--- config.mk ---
export PLATFORM = sky130hd
export DESIGN_NAME = fp_accumulator
export DESIGN_NICKNAME = d
export VERILOG_FILES = /design/src/rtl/fp_accumulator.sv
export SDC_FILE = /design/constraint.sdc
export NUM_CORES = 1
export LEC_CHECK = 0
export CORE_MARGIN = 2
export CORE_UTILIZATION = 44
export DETAILED_ROUTE_END_ITERATION = 7
export HOLD_SLACK_MARGIN = 0.15
export PLACE_DENSITY_LB_ADDON = 0.1
export SLEW_MARGIN = 30
export SYNTH_ARGS = -nofsm -noshare
export SYNTH_HDL_FRONTEND = slang
export SYNTH_SLANG_ARGS = --single-unit
export TNS_END_PERCENT = 10
--- constraint.sdc ---
create_clock -name clk -period 8.4 [get_ports clk]
set_input_delay 1.26 -clock clk [delete_from_list [all_inputs] [get_ports clk]]
set_output_delay 1.26 -clock clk [all_outputs]
set_load 0.05 [all_outputs]
--- src/rtl/fp_accumulator.sv ---
`default_nettype none
// ============================================================================
// Module      : fp_accumulator
// Description : Sequential binary32 accumulator. Sums N_TERMS products that
//               arrive over a valid/ready handshake using a multi-cycle
//               align/add/normalise FSM, then presents the sum on an output
//               handshake. No denormals, no NaN/Inf, truncation only.
//               Optional macro FP_ACC_RELU_EN clamps a negative final sum
//               to +0 on out_data.
// Revision    : 1.0 - initial release
// ============================================================================
module fp_accumulator #(
    parameter int N_TERMS = 8,
    parameter int CNT_W   = 8
) (
    input  logic        clk,
    input  logic        rst,
    input  logic [31:0] in_data,
    input  logic        in_valid,
    output logic        in_ready,
    output logic [31:0] out_data,
    output logic        out_valid,
    input  logic        out_ready
);

    typedef enum logic [2:0] {
        S_IDLE  = 3'd0,
        S_ALIGN = 3'd1,
        S_ADD   = 3'd2,
        S_NORM  = 3'd3,
        S_COUNT = 3'd4,
        S_DONE  = 3'd5
    } state_t;

    localparam logic [CNT_W-1:0] c_last_term = CNT_W'(N_TERMS - 1);
    localparam logic [7:0]       c_mant_w    = 8'd24;

    state_t           r_state;
    state_t           w_state_next;

    logic [31:0]      r_acc;
    logic [31:0]      r_b;
    logic [31:0]      r_out_data;
    logic             r_out_valid;
    logic [CNT_W-1:0] r_count;

    // Aligned operands handed from ALIGN to ADD
    logic             r_sign_a;
    logic             r_sign_b;
    logic [23:0]      r_mant_a;
    logic [23:0]      r_mant_b;
    logic [7:0]       r_exp;

    // Working value while normalising
    logic             r_norm_sign;
    logic [23:0]      r_norm_mant;
    logic [7:0]       r_norm_exp;

    // Alignment datapath
    logic             w_acc_zero;
    logic             w_b_zero;
    logic             w_a_exp_ge;
    logic [7:0]       w_exp_a;
    logic [7:0]       w_exp_b;
    logic [7:0]       w_exp_diff;
    logic [23:0]      w_full_a;
    logic [23:0]      w_full_b;
    logic [23:0]      w_small;
    logic [23:0]      w_small_shifted;

    // Add/subtract datapath
    logic [24:0]      w_sum;
    logic [23:0]      w_mag_diff;
    logic [23:0]      w_add_mant;
    logic [7:0]       w_add_exp;
    logic             w_add_sign;
    logic             w_add_zero;
    logic             w_mant_a_ge;

    logic             w_norm_flush;
    logic [31:0]      w_out_sum;

    // Align the smaller-exponent mantissa to the larger exponent (truncating)
    always_comb begin
        w_acc_zero      = (r_acc[30:0] == 31'd0);
        w_b_zero        = (r_b[30:0] == 31'd0);
        w_exp_a         = r_acc[30:23];
        w_exp_b         = r_b[30:23];
        w_full_a        = {1'b1, r_acc[22:0]};
        w_full_b        = {1'b1, r_b[22:0]};
        w_a_exp_ge      = (w_exp_a >= w_exp_b);
        w_exp_diff      = w_a_exp_ge ? (w_exp_a - w_exp_b) : (w_exp_b - w_exp_a);
        w_small         = w_a_exp_ge ? w_full_b : w_full_a;
        w_small_shifted = (w_exp_diff >= c_mant_w) ? 24'd0 : (w_small >> w_exp_diff);
    end

    // Sign-magnitude add of the aligned mantissas
    always_comb begin
        w_sum       = {1'b0, r_mant_a} + {1'b0, r_mant_b};
        w_mant_a_ge = (r_mant_a >= r_mant_b);
        w_mag_diff  = w_mant_a_ge ? (r_mant_a - r_mant_b) : (r_mant_b - r_mant_a);
        w_add_zero  = 1'b0;
        w_add_sign  = r_sign_a;
        w_add_mant  = w_sum[23:0];
        w_add_exp   = r_exp;
        if (r_sign_a == r_sign_b) begin
            if (w_sum[24]) begin
                w_add_mant = w_sum[24:1];
                w_add_exp  = r_exp + 8'd1;
            end
        end else begin
            w_add_mant = w_mag_diff;
            w_add_sign = w_mant_a_ge ? r_sign_a : r_sign_b;
            w_add_zero = (r_mant_a == r_mant_b);
        end
    end

    // A further left shift would push the exponent below 1: flush to +0
    assign w_norm_flush = !r_norm_mant[23] && (r_norm_exp <= 8'd1);

`ifdef FP_ACC_RELU_EN
    assign w_out_sum = (r_acc[31] && !w_acc_zero) ? 32'h0000_0000 : r_acc;
`else
    assign w_out_sum = r_acc;
`endif

    // State register
    always_ff @(posedge clk) begin
        if (rst) begin
            r_state <= S_IDLE;
        end else begin
            r_state <= w_state_next;
        end
    end

    // Next-state decode and the input-side handshake
    always_comb begin
        w_state_next = r_state;
        in_ready     = 1'b0;
        case (r_state)
            S_IDLE: begin
                in_ready = 1'b1;
                if (in_valid) begin
                    w_state_next = S_ALIGN;
                end
            end
            S_ALIGN: begin
                if (w_b_zero || w_acc_zero) begin
                    w_state_next = S_COUNT;
                end else begin
                    w_state_next = S_ADD;
                end
            end
            S_ADD: begin
                if (w_add_zero || w_add_mant[23]) begin
                    w_state_next = S_COUNT;
                end else begin
                    w_state_next = S_NORM;
                end
            end
            S_NORM: begin
                if (r_norm_mant[23] || w_norm_flush) begin
                    w_state_next = S_COUNT;
                end
            end
            S_COUNT: begin
                if (r_count == c_last_term) begin
                    w_state_next = S_DONE;
                end else begin
                    w_state_next = S_IDLE;
                end
            end
            S_DONE: begin
                if (out_ready) begin
                    w_state_next = S_IDLE;
                end
            end
            default: begin
                w_state_next = S_IDLE;
            end
        endcase
    end

    // Datapath registers: operand capture, alignment, add, normalise, count
    always_ff @(posedge clk) begin
        if (rst) begin
            r_acc       <= 32'd0;
            r_b         <= 32'd0;
            r_out_data  <= 32'd0;
            r_out_valid <= 1'b0;
            r_count     <= '0;
            r_sign_a    <= 1'b0;
            r_sign_b    <= 1'b0;
            r_mant_a    <= 24'd0;
            r_mant_b    <= 24'd0;
            r_exp       <= 8'd0;
            r_norm_sign <= 1'b0;
            r_norm_mant <= 24'd0;
            r_norm_exp  <= 8'd0;
        end else begin
            case (r_state)
                S_IDLE: begin
                    if (in_valid) begin
                        r_b <= in_data;
                    end
                end
                S_ALIGN: begin
                    if (!w_b_zero) begin
                        if (w_acc_zero) begin
                            r_acc <= r_b;
                        end else begin
                            r_sign_a <= r_acc[31];
                            r_sign_b <= r_b[31];
                            r_mant_a <= w_a_exp_ge ? w_full_a : w_small_shifted;
                            r_mant_b <= w_a_exp_ge ? w_small_shifted : w_full_b;
                            r_exp    <= w_a_exp_ge ? w_exp_a : w_exp_b;
                        end
                    end
                end
                S_ADD: begin
                    if (w_add_zero) begin
                        r_acc <= 32'd0;
                    end else if (w_add_mant[23]) begin
                        r_acc <= {w_add_sign, w_add_exp, w_add_mant[22:0]};
                    end else begin
                        r_norm_sign <= w_add_sign;
                        r_norm_mant <= w_add_mant;
                        r_norm_exp  <= w_add_exp;
                    end
                end
                S_NORM: begin
                    if (r_norm_mant[23]) begin
                        r_acc <= {r_norm_sign, r_norm_exp, r_norm_mant[22:0]};
                    end else if (w_norm_flush) begin
                        r_acc <= 32'd0;
                    end else begin
                        r_norm_mant <= {r_norm_mant[22:0], 1'b0};
                        r_norm_exp  <= r_norm_exp - 8'd1;
                    end
                end
                S_COUNT: begin
                    if (r_count == c_last_term) begin
                        r_out_data  <= w_out_sum;
                        r_out_valid <= 1'b1;
                    end else begin
                        r_count <= r_count + CNT_W'(1);
                    end
                end
                S_DONE: begin
                    if (out_ready) begin
                        r_out_valid <= 1'b0;
                        r_acc       <= 32'd0;
                        r_count     <= '0;
                    end
                end
                default: begin
                    r_acc <= r_acc;
                end
            endcase
        end
    end

    assign out_data  = r_out_data;
    assign out_valid = r_out_valid;

endmodule
`default_nettype wire

==> impl_metrics.toml, run 1 <==
[yosys]
number_of_different_library_cells_in_the_post_synthesis_netlist = 83
syn-num-nets = 2150
ys_seq_area_share_pct = 25.5
synth_most_common_cell = "nand2_1"
synth_top_flop_cell = "dfxtp_1"
synth.cell_area_um2 = 15600
post_synth_main_area_contributors = "dfxtp_1 (25%), ha_1 (7.2%), a21oi_1 (6.1%)"
ys_ff_latch = 199
synth_enable_flop_cells = 0
post_synthesis_instance_total = 2019
synth_largest_area_cell = "dfxtp_1"
synth_async_sr_flop_share_pct = 0
synth_top_area_share_pct = 25.5
synthTopCellsByCount = "nand2_1 (252), dfxtp_1 (199), a21oi_1 (192)"
syn_area_per_cell_um2 = 7.75
yosysWarningCount = 0

[clock_network]
postCtsSetupRepairBufs = 0
clock-sinks = 199
cts_tree = "done"
clock_tree.root_cell = "clkbuf_16"
htree_num_levels = 4
cts.reportedPaths.clkPinSlew_ns = 0.08
clk_latency_ns = 0.45
cts-resized-gates = 0
cts-root-to-sink-buffers = 2
cts_inserted_buffers = 17
hold_buffers = 0

[sta]
finalMaxSlewViolations = 0
final.setup.tns_ns = 0
timing_hold_violations_final = 0
final-setup-viol-count = 0
fmax_ghz = 0.204
fin_worst_hold_slack_ns = 0.456
rsz0062_at_grt = "false"
worstMarginPinSlew_ns = 0.998
relSlewSlack_pct = 33.5
min_period_ns = 4.90
min_period_over_period_pct = 58.3
setup_ws_ns = 3.50
finalClockSkew_ns = 0.0135

[worst_hold_path]
hold_path_depth = 2
worstHoldStart = "out_data[9]"
holdCritPathClass = "register to register"
timing.hold.worst_endpoint = "out_data[9]"

[outcome]
violations = "DRC"
run_status = "complete, but fails checks"

[worst_setup_path]
rr_endpoint = "r_acc[17]"
crit_path_start_kind = "register"
critical_path_required_time_ns = 8.76
cp.arrival_ns = 5.26
critPathCaptureType = "register"
r2r_setup_slack_ns = 3.50
r2r.worst_path.cells = 14
critical_path_class = "register to register"
r2r_start = "r_mant_a[20]"
worst-path-max-fanout = 42

[power_and_ir_drop]
leakagePower_nw = 6.50
irDropWorstVdd_mv = 0.271
cellPowerDensity_nw_per_um2 = 404

[placed_design]
dp_slack_ns = 3.64
place.detailed.hpwl_um = 45100
placedCellCount = 2423
gp_congestion = 0.986
placement.cell_area_um2 = 16500
portBuffers = 69

[floorplan]
floorplan.initialDensity_pct = 44.3
core_area_um2 = 35300
dieArea_um2 = 37100
die_width_um = 193
floorplan.rows = 69
chipHeight_um = 193
io_pins = 70

[global_routing]
grt_busiest_layer = "met2"
gr-usage-met2_pct = 49.0
globalRouteMet1Util_pct = 48.3
initial_antenna_violation_count = 0
track_usage_pct = 32.5
grt_pass1_vias = 14600
grt_start_max_net_pins = 88
grt_first_pass_wirelength_um = 91800
globalRouteMet3Util_pct = 4.60
overflow = 0

[route]
routedWlPerCell_um = 24.8
count_of_nets_left_with_antenna_violations_after_detail_routing = 0
detail_route.vias_per_cell = 6.60
detail_route.iter0.violations = 2128
first_pass_iteration_count_of_the_detailed_router = 8
remaining_drc_errors = 2
finalWirelength_um = 60900
num_vias = 16200

[layout]
syn2layout_area_growth_pct = 9.50
layout.cells.non_filler = 2455
design_area_um2 = 17100
nNetsFinal = 2112
post_route_cells_drive_above_1_share_pct = 7.02
num_antenna_cells = 0

[job]
maxCapViolCount = 0
through the flow:
step                      power, mW  util [%]
after CTS                      6.80      48.5
after global placement         5.87      46.7
after floorplan                4.63         -
after global routing           7.31      48.5
after detailed placement       5.89      46.7
final                          6.93      48.5
worst max-delay path, cell delays in order (launching register included):
cell and delay, ns:
dfxtp_1 0.36, inv_1 0.08, ha_1 0.65, nand4_1 0.27
nor3_1 0.40, and3_4 0.35, a211oi_4 0.08, buf_4 0.28
nand2_1 0.28, a21oi_1 0.17, a211oi_2 0.42, and3_2 0.54
buf_4 0.51, mux2i_1 0.14, a311oi_1 0.25
kinds of logic after synthesis:
logic type	count (synthesis)	share of synthesized area [%]
XOR/XNOR	51	2.86
flip-flops	199	25.5
adder cells (fa/ha/maj)	95	7.84
multiplexers	100	8.26
AO/OA/AOI/OAI	643	28.5
buffers and inverters	263	6.96
AND/OR/NAND/NOR	668	20.1
worst max-delay path by stage:
stage / from / end / slack [ns] / cells after the start
global route: r_mant_a[20] / r_acc[17] / 3.18 / 14
CTS: r_mant_a[20] / r_acc[17] / 3.60 / 14
floorplan: r_acc[26] / r_mant_b[1] / 4.92 / 13
finish: r_mant_a[20] / r_acc[17] / 3.50 / 14
global placement: r_b[24] / r_mant_b[11] / 3.64 / 11
detailed placement: r_mant_a[20] / r_acc[17] / 3.64 / 14
metal layers:
layer,vias to the layer above,part of all wire [%]
met5,-,0
met4,0,2.3
met3,95,8.7
met2,832,43
met1,7883,46
li1,7381,-
state kept, by name, indices dropped and copies added (netlist names):
signal,cells
r_exp,8
r_mant_b,24
r_b,32
out_valid,1
r_acc,32
r_mant_a,24
out_data,32
r_norm_mant,24
r_sign_a,1
r_state,3
r_count,8
r_norm_sign,1
r_sign_b,1
r_norm_exp,8
power breakdown:
part | leakage [nW] | internal (mW) | switching (mW)
Combinational | 4.57 | 1.59 | 3.02
Clock | 0.304 | 0.504 | 0.402
Sequential | 1.62 | 1.12 | 0.291
Total | 6.50 | 3.21 | 3.72
area by class of cell:
class	count	area [um^2]
Inverter	110	414
Fill cell	3496	18200
Tap cell	461	577
Clock inverter	13	189
Timing Repair Buffer	96	891
Sequential cell	199	3980
Multi-Input combinational cell	1557	10600
Clock buffer	19	433
placed cells by master (no fill, tap or decap), types with 67 or more instances in the layout:
cell type and n:
dfxtp_1 199, ha_1 90, o21ai_0 79, a21oi_1 191
inv_1 106, clkdlybuf4s50_1 68, a221oi_1 67, mux2i_1 67
nor2_1 136, nand2_1 252
(Power assumes the default switching activity.)
==> run 2, diff against run 1 <==
==> constraint.sdc (replaced) <==
create_clock -name clk -period 4.9 [get_ports clk]
set_input_delay 0.735 -clock clk [delete_from_list [all_inputs] [get_ports clk]]
set_output_delay 0.735 -clock clk [all_outputs]
set_load 0.05 [all_outputs]
==> run 2 against run 1 <==
Effect of this change:
- register-to-register slack worse by 3.2 ns
- maximum frequency up 7.3%
- global-route usage about the same
- combinational power up 78%
- the run now ends clean
- critical endpoint is now r_norm_mant[3]
- non-clock buffer count up 36
- largest cell class unchanged
- utilization up 0.75 points
- routed wire length down 0.92%
==> impl_metrics.toml, run 2 (same netlist as run 1, synthesis figures left out) <==
[worst_setup_path]
worst_path_max_delay_cell = "nand2_1"
path_depth = 12
endpoint = "r_norm_mant[3]"
critical_path_required_time_ns = 5.28
worst-path-max-fanout = 17
r2r_setup_slack_ns = 0.33
crit_path_start_kind = "register"
r2r.worst_path.cells = 12
cp-startpoint = "r_mant_a[11]"
critical_path_class = "register to register"
crit_path_cells = "inv_1 > ha_1 > clkinv_1 > a21oi_1 > a21oi_1 > a211oi_1 > nand4_1 > nand2_1 > mux2_2 > mux2i_1 > a22oi_1 > a211oi_1"
critPathMaxStageDelay_ns = 0.69
worst-path-buf-inv = 2
cp.arrival_ns = 4.95
rr_endpoint = "r_norm_mant[3]"
crit_family = "compound AO/OA/AOI/OAI gates"
r2r_start = "r_mant_a[11]"
critPathCaptureType = "register"

[layout]
syn2layout_area_growth_pct = 11.2
layout.cells.non_filler = 2491
post-route-util_pct = 49.2
design_area_um2 = 17400
num_antenna_cells = 0
most-common-layout-cells = "nand2_1 (251), dfxtp_1 (199), a21oi_1 (191), nor2_1 (138), inv_1 (106)"
post_route_cells_drive_above_1_share_pct = 8.57
nNetsFinal = 2148
layout.area.seq_um2 = 3980
mostFrequentLayoutCell = "nand2_1"
multi_input_area_um2 = 10600
fillCellCount = 3515

[sta]
relSlewSlack_pct = 39.3
final.setup.tns_ns = 0
fin_worst_hold_slack_ns = 0.458
min_period_over_period_pct = 93.2
worstMarginPinSlew_ns = 0.910
timing_hold_violations_final = 0
finalClockSkew_ns = 0.0217
rsz0062_at_grt = "false"
final-setup-viol-count = 0
fmax_ghz = 0.219
min_period_ns = 4.57
finalMaxSlewViolations = 0
setup_ws_ns = 0.333

[power_and_ir_drop]
power_share_of_the_combinational_group_pct = 67.7
internal_power_mw = 5.58
irDropWorstVdd_mv = 0.437
total_power_mw = 12.1
cellPowerDensity_nw_per_um2 = 697
leakagePower_nw = 6.66
p_sw_mw = 6.54
power_frac_clock_pct = 12.6
seqPwrFrac_pct = 19.7
sw_frac_of_total_pct = 53.9

[route]
finalWirelength_um = 60300
detail_route.vias_per_cell = 6.42
count_of_nets_left_with_antenna_violations_after_detail_routing = 0
detail_route.iter0.violations = 2034
first_pass_iteration_count_of_the_detailed_router = 6
routedWlPerCell_um = 24.2
num_vias = 16000
remaining_drc_errors = 0

[floorplan]
io_pins = 70
chipHeight_um = 193
die_width_um = 193
floorplan.rows = 69
dieArea_um2 = 37100
floorplan.initialDensity_pct = 44.3
core_area_um2 = 35300

[placed_design]
portBuffers = 69
placedCellCount = 2459
dp_slack_ns = 0.418
place.detailed.hpwl_um = 46200
gp_congestion = 1.01
placement.cell_area_um2 = 16800

[clock_network]
hold_buffers = 0
cts.reportedPaths.clkPinSlew_ns = 0.09
cts-resized-gates = 0
postCtsSetupRepairBufs = 0
htree_num_levels = 4
cts_inserted_buffers = 17
cts-root-to-sink-buffers = 2
cts_tree = "done"
clock_tree.root_cell = "clkbuf_16"
clock-sinks = 199
clk_latency_ns = 0.48

[outcome]
run_status = "completed"

[global_routing]
grt_pass1_vias = 14900
track_usage_pct = 32.5
overflow = 0
initial_antenna_violation_count = 0
grt_first_pass_wirelength_um = 91900
grt_start_max_net_pins = 72

[job]
maxCapViolCount = 0

[worst_hold_path]
holdCritPathClass = "register to register"
==> run 2: cell types whose count changed in the layout (fill, tap and decap cells not counted), sizes merged <==
cell,before,now
buf,28,64
bufinv,4,1
inv,111,114
clkbuf,19,18
clkinv,7,8
==> run 2: power groups by stage <==
stage	clock, mW	combinational, mW	sequential, mW
floorplan	0	5.76	2.17
global placement	0	7.94	2.38
detailed placement	0	7.97	2.39
CTS	1.53	8.01	2.35
global route	1.60	8.78	2.41
finish	1.53	8.20	2.38
==> run 2: worst min-delay path by stage <==
stage                       from           end  slack, ns  cells past startpoint
floorplan                r_b[31]      r_sign_b       0.44                      2
global placement    out_data[21]  out_data[21]       0.45                      2
detailed placement  out_data[31]  out_data[31]       0.45                      2
global route        out_data[20]  out_data[20]       0.48                      2
finish               out_data[7]   out_data[7]       0.46                      2
CTS                 out_data[26]  out_data[26]       0.46                      2
==> run 2: area by class of cell <==
class,count,area share [%]
clock buffers,18,2.47
repair buffers,132,6.82
clock inverters,14,0.993
inverters,110,2.37
flip-flops and latches,199,22.9
multi-input cells,1557,61.1
well taps,461,3.32
==> run 2: worst min-delay path: cells and delay by family, from the launching register on <==
| kind | cells | cell delay (ns) |
|---|---|---|
| flip-flops | 1 | 0.32 |
| AO/OA/AOI/OAI | 1 | 0.05 |
| AND/OR/NAND/NOR | 1 | 0.05 |
==> run 2: per-layer routing <==
metal  global-route usage (%)  wire, um
met1                     47.1     28000
met2                     48.5     25900
met3                     5.40      4650
met4                     11.2      1800
met5                        0         0
==> run 3, diff against run 2 <==
--- a/config.mk
+++ b/config.mk
@@ -10,6 +10,7 @@
 export DETAILED_ROUTE_END_ITERATION = 7
 export HOLD_SLACK_MARGIN = 0.15
 export PLACE_DENSITY_LB_ADDON = 0.1
+export SETUP_SLACK_MARGIN = 0.3
 export SLEW_MARGIN = 30
 export SYNTH_ARGS = -nofsm -noshare
 export SYNTH_HDL_FRONTEND = slang
==> run 3 against run 2 <==
Effect of this change:
- count of clock-buffer cells in the layout did not move
- clock skew grew 0.0025 ns
- sequential share of layout area is essentially flat
- combinational power is essentially flat
- critical endpoint unchanged
==> impl_metrics.toml, run 3 (same netlist as run 1, synthesis figures left out) <==
[outcome]
run_status = "completed"

[worst_setup_path]
critPathCaptureType = "register"
worst-path-buf-inv = 2
worst-path-max-fanout = 17
rr_endpoint = "r_norm_mant[3]"
crit_family = "compound AO/OA/AOI/OAI gates"
crit_path_cells = "inv_1 > ha_1 > clkinv_1 > a21oi_1 > a21oi_1 > a211oi_1 > nand4_1 > nand2_2 > mux2_2 > mux2i_1 > a22oi_1 > a211oi_1"
r2r.worst_path.cells = 12
cp.arrival_ns = 4.80
r2r_start = "r_mant_a[11]"
worst_path_max_delay_cell = "nand2_2"
cp-startpoint = "r_mant_a[11]"
critical_path_required_time_ns = 5.28
critPathMaxStageDelay_ns = 0.52
crit_path_start_kind = "register"
r2r_setup_slack_ns = 0.48
critical_path_class = "register to register"

[sta]
final-setup-viol-count = 0
min_period_over_period_pct = 90.1
finalMaxSlewViolations = 0
setup_ws_ns = 0.483
finalClockSkew_ns = 0.0241
fmax_ghz = 0.226
timing_hold_violations_final = 0
min_period_ns = 4.42
relSlewSlack_pct = 41.3
final.setup.tns_ns = 0
worstMarginPinSlew_ns = 0.881
rsz0062_at_grt = "true"

[route]
first_pass_iteration_count_of_the_detailed_router = 7
num_vias = 16100
detail_route.vias_per_cell = 6.47
detail_route.iter0.violations = 1980
finalWirelength_um = 60200
count_of_nets_left_with_antenna_violations_after_detail_routing = 0
routedWlPerCell_um = 24.2
remaining_drc_errors = 0

[layout]
mostFrequentLayoutCell = "nand2_1"
post_route_cells_drive_above_1_share_pct = 8.72
num_antenna_cells = 0
post-route-util_pct = 49.3
syn2layout_area_growth_pct = 11.3
most-common-layout-cells = "nand2_1 (250), dfxtp_1 (199), a21oi_1 (190), nor2_1 (138), inv_1 (106)"
nNetsFinal = 2148

[placed_design]
place.detailed.hpwl_um = 46200
portBuffers = 69
dp_slack_ns = 0.418
gp_congestion = 1.01

[power_and_ir_drop]
leakagePower_nw = 6.66
irDropWorstVdd_mv = 0.437
p_sw_mw = 6.52
total_power_mw = 12.1
power_frac_clock_pct = 12.6
power_share_of_the_combinational_group_pct = 67.7
sw_frac_of_total_pct = 53.9
seqPwrFrac_pct = 19.7
internal_power_mw = 5.58
cellPowerDensity_nw_per_um2 = 695

[global_routing]
overflow = 0
track_usage_pct = 32.5
grt_start_max_net_pins = 72
grt_first_pass_wirelength_um = 91900
grt_pass1_vias = 14900
initial_antenna_violation_count = 0

[clock_network]
cts.reportedPaths.clkPinSlew_ns = 0.09
clk_latency_ns = 0.48
cts-root-to-sink-buffers = 2
clock_tree.root_cell = "clkbuf_16"
hold_buffers = 0
cts_tree = "done"
clock-sinks = 199
htree_num_levels = 4
cts-resized-gates = 0
cts_inserted_buffers = 17
postCtsSetupRepairBufs = 0

[floorplan]
die_width_um = 193
chipHeight_um = 193
io_pins = 70
core_area_um2 = 35300
floorplan.rows = 69
floorplan.initialDensity_pct = 44.3
dieArea_um2 = 37100

[worst_hold_path]
hold_path_depth = 2
worstHoldStart = "out_data[7]"
timing.hold.worst_endpoint = "out_data[7]"
holdCritPathClass = "register to register"

[job]
maxCapViolCount = 0
-- run 3: cell types whose count changed in the layout (fill, tap and decap cells not counted) --
cell	change
a21oi_1	-1
a21oi_2	+1
nand2_1	-1
nand2_2	+1
nand3_1	-1
nand3_2	+1
-- run 3: worst max path at each step --
| stage | end | slack [ns] | cells after the start |
|---|---|---|---|
| 4_1_cts | r_norm_mant[3] | 0.39 | 12 |
| 2_1_floorplan | r_mant_b[1] | 1.42 | 13 |
| 5_1_grt | r_norm_mant[10] | 0.17 | 12 |
| 3_5_place_dp | r_norm_mant[3] | 0.42 | 12 |
| 3_3_place_gp | r_norm_mant[4] | 0.65 | 12 |
| 6_report | r_norm_mant[3] | 0.48 | 12 |
-- run 3: metal layers --
metal | vias to the layer above | GRT usage, % | part of all wire (%)
li1 | 7475 | - | -
met1 | 7765 | 47.1 | 46
met3 | 86 | 5.40 | 8.4
met4 | 0 | 11.2 | 2.9
met2 | 788 | 48.5 | 43
met5 | - | 0 | 0
-- run 3: tightest hold or removal path: stages (launching register included) --
cell and delay, ns:
dfxtp_1 0.32, nand2_1 0.05, a21oi_1 0.05
-- run 3: power groups by stage --
stage          Sequential (mW)  Clock (mW)  Combinational (mW)
2_1_floorplan             2.17           0                5.76
5_1_grt                   2.41        1.60                8.79
3_5_place_dp              2.39           0                7.97
6_report                  2.38        1.52                8.20
4_1_cts                   2.35        1.53                8.01
3_3_place_gp              2.38           0                7.94
-- run 3: final cells by class --
class | instances | area, um^2
fill | 3516 | 17900
multi-input combinational | 1557 | 10600
sequential | 199 | 3980
timing repair buffer | 132 | 1190
tap | 461 | 577
clock buffer | 18 | 429
inverter | 110 | 413
clock inverter | 14 | 173
-- run 3: through the flow --
step                hold slack, ns  std cells  instance area (um^2)
floorplan                    0.445       2019                 15600
global placement             0.445       2459                 16800
detailed placement           0.451       2459                 16800
CTS                          0.463       2491                 17400
global route                 0.478       2491                 17400
finish                       0.458       2491                 17400
